File: src/rtl/mips_pipe_pkg.sv
// Shared MIPS pipeline definitions: control bit positions,
// default widths and small helpers used across the stage registers.
package mips_pipe_pkg;

  localparam int DATA_W_DEF = 32;
  localparam int REG_AW_DEF = 5;

  localparam int M_BRANCH_NE = 3;
  localparam int M_BRANCH    = 2;
  localparam int M_MEM_READ  = 1;
  localparam int M_MEM_WRITE = 0;

  localparam int WB_REG_WRITE  = 1;
  localparam int WB_MEM_TO_REG = 0;

  function automatic logic branch_taken(
    input logic br,
    input logic br_ne,
    input logic zero
  );
    return br & (zero ^ br_ne);
  endfunction

endpackage

File: src/rtl/sat_counter.sv
// Saturating up-counter with synchronous active-high reset;
// sticks at all-ones instead of wrapping.
module sat_counter #(
  parameter int CNT_W = 16
) (
  input  logic             clock,
  input  logic             reset,
  input  logic             inc,
  output logic [CNT_W-1:0] count
);

  always_ff @(posedge clock) begin
    if (reset)
      count <= '0;
    else if (inc && (count != {CNT_W{1'b1}}))
      count <= count + 1'b1;
  end

endmodule

File: src/rtl/ex_mem_stage_reg.sv
// EX/MEM pipeline register with stall/flush, valid-gated controls,
// registered branch decision, forwarding export and perf counters.
module ex_mem_stage_reg
  import mips_pipe_pkg::*;
#(
  parameter int DATA_W = DATA_W_DEF,
  parameter int REG_AW = REG_AW_DEF,
  parameter int WB_W   = 2,
  parameter int CNT_W  = 16
) (
  input  logic              clock,
  input  logic              reset,
  input  logic              stall,
  input  logic              flush,
  input  logic              valid_in,
  input  logic [WB_W-1:0]   wb_in,
  input  logic [3:0]        m_in,
  input  logic              zero_flag_in,
  input  logic [DATA_W-1:0] alu_result_in,
  input  logic [DATA_W-1:0] write_data_in,
  input  logic [REG_AW-1:0] write_back_reg_in,
  input  logic [DATA_W-1:0] pc_add_in,
  output logic              valid_out,
  output logic [WB_W-1:0]   wb_out,
  output logic              branch,
  output logic              mem_read,
  output logic              mem_write,
  output logic              zero_flag_out,
  output logic              pc_src,
  output logic [DATA_W-1:0] alu_result_out,
  output logic [DATA_W-1:0] write_data_out,
  output logic [DATA_W-1:0] pc_add_out,
  output logic [REG_AW-1:0] write_back_reg_out,
  output logic              fwd_reg_write,
  output logic [REG_AW-1:0] fwd_reg_addr,
  output logic [CNT_W-1:0]  stall_count,
  output logic [CNT_W-1:0]  bubble_count
);

  logic            valid_r;
  logic [WB_W-1:0] wb_r;
  logic [3:0]      m_r;
  logic            stall_inc;
  logic            bubble_inc;

  always_ff @(posedge clock) begin
    if (reset) begin
      valid_r            <= 1'b0;
      wb_r               <= '0;
      m_r                <= '0;
      zero_flag_out      <= 1'b0;
      alu_result_out     <= '0;
      write_data_out     <= '0;
      pc_add_out         <= '0;
      write_back_reg_out <= '0;
    end else if (flush || !stall) begin
      // Data still loads on flush; it is don't-care once valid drops.
      valid_r            <= valid_in & ~flush;
      wb_r               <= flush ? '0 : wb_in;
      m_r                <= flush ? 4'b0 : m_in;
      zero_flag_out      <= zero_flag_in;
      alu_result_out     <= alu_result_in;
      write_data_out     <= write_data_in;
      pc_add_out         <= pc_add_in;
      write_back_reg_out <= write_back_reg_in;
    end
  end

  assign valid_out = valid_r;
  assign wb_out    = wb_r & {WB_W{valid_r}};
  assign branch    = m_r[M_BRANCH] & valid_r;
  assign mem_read  = m_r[M_MEM_READ] & valid_r;
  assign mem_write = m_r[M_MEM_WRITE] & valid_r;
  assign pc_src    = valid_r &
    branch_taken(m_r[M_BRANCH], m_r[M_BRANCH_NE], zero_flag_out);

  assign fwd_reg_write = wb_r[WB_REG_WRITE] & valid_r;
  assign fwd_reg_addr  = write_back_reg_out;

  assign stall_inc  = stall & ~flush;
  assign bubble_inc = flush | (~stall & ~valid_in);

  sat_counter #(.CNT_W(CNT_W)) u_stall_cnt (
    .clock (clock),
    .reset (reset),
    .inc   (stall_inc),
    .count (stall_count)
  );

  sat_counter #(.CNT_W(CNT_W)) u_bubble_cnt (
    .clock (clock),
    .reset (reset),
    .inc   (bubble_inc),
    .count (bubble_count)
  );

endmodule

File: config.mk
export PLATFORM = sky130hd
export DESIGN_NAME = ex_mem_stage_reg
export DESIGN_NICKNAME = d
export VERILOG_FILES = /design/src/rtl/mips_pipe_pkg.sv /design/src/rtl/sat_counter.sv /design/src/rtl/ex_mem_stage_reg.sv
export SDC_FILE = /design/constraint.sdc
export NUM_CORES = 1
export LEC_CHECK = 0
export CORE_ASPECT_RATIO = 0.7
export CORE_MARGIN = 8
export CORE_UTILIZATION = 37
export CTS_CLUSTER_SIZE = 16
export DETAILED_ROUTE_END_ITERATION = 16
export PLACE_DENSITY = 0.76
export SLEW_MARGIN = 25
export SYNTH_ARGS = -nofsm -noshare
export SYNTH_HDL_FRONTEND = slang
export SYNTH_SLANG_ARGS = --single-unit
File: constraint.sdc
create_clock -name clock -period 1.7 [get_ports clock]
set_input_delay 0.425 -clock clock [delete_from_list [all_inputs] [get_ports clock]]
set_output_delay 0.425 -clock clock [all_outputs]
set_load 0.005 [all_outputs]
==> impl_metrics.ini <==
[detailed_routing]
drtIter0Drc = 364
routed_via_density = 4.93
routed_wl_um = 18700
vias = 5719
drtAntennaViolNets = 0
route.detailed.wl_per_inst_um = 16.1
drt-pass1-iter-count = 7
drc_errors = 0

[timing]
period_share_pct = 98.0
fin_skew_ns = 0.0149
report.final.slew_viol_count = 0
setup_viol = 0
fin_setup_tns_ns = 0
hold_violations = 0
worst_pin_slew_ns = 0.377
slew_headroom_pct = 74.9
min_period_ns = 1.67
fmax_mhz = 600
worst_slack_ns = 0.0340

[worst_hold_path]
min-delay-start = reset
worst_hold_path.endpoint = u_bubble_cnt.count[13]
hold_class = input pin to flip-flop
min_delay_path_depth = 2

[synthesis]
ys.flop_type = dfxtp_1
async_reset_ff_share_pct = 0
ys_top_cells_by_area = dfxtp_1 51%, nand2_1 14%, a21oi_1 11%
synth_area_um2 = 5560
synth_area_leader_cell = dfxtp_1
synth_edf_count = 0
yosysTopAreaCellShare_pct = 50.8
ys_types = 44
ys_seq_area_share_pct = 50.8
mappedNetlistNets = 793
synthCells = 678
yosys_warnings = 0
syn_avg_cell_area_um2 = 8.20
ys_seq_elements = 141

[pwr]
seq_power_share_pct = 41.7
p_leak_nw = 4.81
powerDensity_nw_per_um2 = 903
p_int_mw = 6.53
clockPowerShare_pct = 46.2
switching_share_pct = 22.9
p_comb_share_pct = 12.1
p_switching_mw = 1.94
total_power_mw = 8.47
peakVddDrop_mv = 0.643

[clock_tree]
cts-root-buf = clkbuf_16
cts_tree = done
cts_buffer_depth = 2
cts_max_level = 4
path_clk_slew_ns = 0.06
numCtsBuffers = 17
cts.sinks = 141
insertion_delay_ns = 0.41

[place]
dp_slack_ns = -0.400
hpwl_um = 13800
dp.cells = 1126
routabilityCongestion = 0.806
portBuffers = 259

[finish]
layoutNonFillerInstCount = 1161
n_antenna_cell = 0
area_growth_pct = 68.8
fillers = 1262
drive_above_1_share_pct = 14.4
nets = 1069

[setup_path]
r2r_setup_slack_ns = 0.07
crit_fanout = 2
slowest_stage = clkdlybuf4s50_1
crit_chain = clkdlybuf4s50_1
cp-start-kind = flip-flop
slowest_delay_ns = 0.52
r2r_cells = 7
r2r_end = u_bubble_cnt.count[9]
timing.rr.start = u_bubble_cnt.count[1]
worst_ep_required_time_ns = 1.27
path_class = flip-flop to output port
arrival_ns = 1.24
path_buf_inv = 1
endpoint_kind = output port
critical-path-top-delay-family = buffers and inverters

[global_routing]
grt_pass1_wl_um = 29200
grt_pass1_vias = 5551
grtUsageTotal_pct = 18.5
grt-ovfl-total = 0
antenna_found_initial = 0
grt_max_degree = 50

[floorplan]
die_h_um = 119
initial_utilization_pct = 37.9
fp.dieArea_um2 = 19300
coreArea_um2 = 14700
io_pins = 260
core.rowCount = 37
die_x_um = 163

[run_status]
status = completed

[job]
drv_cap = 0
==> worst max path at each step <==
| stage | startpoint | endpoint | slack [ns] | cells past startpoint |
|---|---|---|---|---|
| 2_1_floorplan | u_stall_cnt.count[0] | u_stall_cnt.count[6] | 0.004 | 7 |
| 3_3_place_gp | stall | u_stall_cnt.count[9] | -0.39 | 5 |
| 3_5_place_dp | stall | u_stall_cnt.count[9] | -0.40 | 5 |
| 4_1_cts | write_data_out[0] | write_data_out[0] | 0.00002 | 1 |
| 5_1_grt | u_bubble_cnt.count[1] | u_bubble_cnt.count[10] | -0.03 | 7 |
| 6_report | pc_add_out[31] | pc_add_out[31] | 0.03 | 1 |
==> power by group through the flow <==
stage          Sequential [mW]  Clock, mW  Combinational, mW
3_5_place_dp              3.63          0               1.07
5_1_grt                   3.55       4.15               1.12
4_1_cts                   3.54       4.00               1.05
6_report                  3.54       3.91               1.03
2_1_floorplan             3.64          0              0.328
3_3_place_gp              3.62          0               1.07
==> what timing repair did <==
item,CTS,global route
resized for setup,115,84
buffers inserted,3,1
setup endpoints to repair,84,78
cloned,0,0
hold endpoints to repair,0,0
pin swaps,2,5
hold buffers,0,0
==> sequential cells by signal, indices dropped and copies added, names as in the netlist <==
| register | count |
|---|---|
| m_r | 4 |
| alu_result_out | 32 |
| u_bubble_cnt.count | 16 |
| zero_flag_out | 1 |
| u_stall_cnt.count | 16 |
| write_data_out | 32 |
| fwd_reg_addr | 5 |
| valid_out | 1 |
| wb_r | 2 |
| pc_add_out | 32 |
==> cell usage after synthesis (2+ instances only) <==
| library cell | instances |
|---|---|
| nand4b_1 | 2 |
| nor3_1 | 4 |
| o41ai_1 | 2 |
| or2_2 | 2 |
| and3_1 | 3 |
| and4_1 | 6 |
| or3_1 | 12 |
| o21ai_0 | 14 |
| nor2_1 | 18 |
| buf_4 | 9 |
| and2_1 | 8 |
| ha_1 | 2 |
| nand4_2 | 3 |
| and4_4 | 2 |
| nand2_1 | 214 |
| mux2i_1 | 8 |
| or4_1 | 6 |
| nand4_1 | 8 |
| nand2b_1 | 3 |
| o31ai_1 | 6 |
| nor4b_1 | 2 |
| buf_2 | 10 |
| inv_1 | 2 |
| a41oi_1 | 2 |
| mux2_1 | 3 |
| a21oi_1 | 127 |
| buf_6 | 2 |
| nand3_1 | 10 |
| o2111ai_2 | 2 |
| xor2_1 | 2 |
| clkbuf_1 | 29 |
| nor2b_1 | 3 |
| dfxtp_1 | 141 |
==> metrics by stage <==
| stage | area (um^2) | util, % | hold slack, ns |
|---|---|---|---|
| final | 9380 | 63.9 | 0.404 |
| after global routing | 9380 | 63.9 | 0.395 |
| after CTS | 9160 | 62.4 | 0.389 |
| after detailed placement | 8550 | 58.2 | 0.443 |
| after global placement | 8550 | 58.2 | 0.437 |
| after floorplan | 5560 | - | 0.448 |
==> layout by cell type, fill, tap and decap left out, types with 3 or more instances in the layout <==
cell type        instances
dlymetal6s2s_1          61
clkdlybuf4s50_1        120
inv_6                    3
a21oi_2                  4
clkbuf_16               17
and2_1                   8
clkinvlp_4               3
buf_6                    3
nand3_1                 10
o31ai_1                  6
o21ai_0                 14
nand2_1                214
nor2b_1                  3
dfxtp_1                111
nor3_1                   4
and4_1                   4
and4_4                   4
dfxtp_4                  8
dlygate4sd2_1           74
nor2_1                  18
bufinv_16                4
or3_1                   12
a21oi_1                123
dfxtp_2                 22
or4_4                    3
buf_12                   5
buf_4                   41
mux2i_1                  8
mux2_1                   3
or4_1                    3
nand4_1                  8
==> area by class of cell <==
| type | instances | area [um^2] | share of cell area, % |
|---|---|---|---|
| repair buffers | 307 | 3080 | 32.8 |
| flip-flops and latches | 141 | 2880 | 30.7 |
| multi-input cells | 485 | 2550 | 27.2 |
| clock buffers | 19 | 433 | 4.61 |
| well taps | 195 | 244 | 2.60 |
| clock inverters | 12 | 186 | 1.99 |
| inverters | 2 | 7.51 | 0.0800 |
==> kinds of logic after synthesis <==
group                      after synthesis  synth area share (%)
AOI/OAI and AO/OA                      156                  15.4
xor gates and xnor gates                 3                 0.473
and+or+nand+nor                        313                  26.3
adders and majority gates                2                 0.450
DFF                                    141                  50.8
muxes                                   11                  2.05
buffers and inverters                   52                  4.61
==> routing by layer <==
layer / global-route usage (%) / share of wire, % / up-vias
met5: 0 / 0 / -
met4: 4.90 / 1.1 / 0
met3: 9.81 / 11 / 16
met2: 29.7 / 45 / 201
met1: 21.3 / 42 / 2641
li1: - / - / 2861
Power figures use the tool's default switching activity.
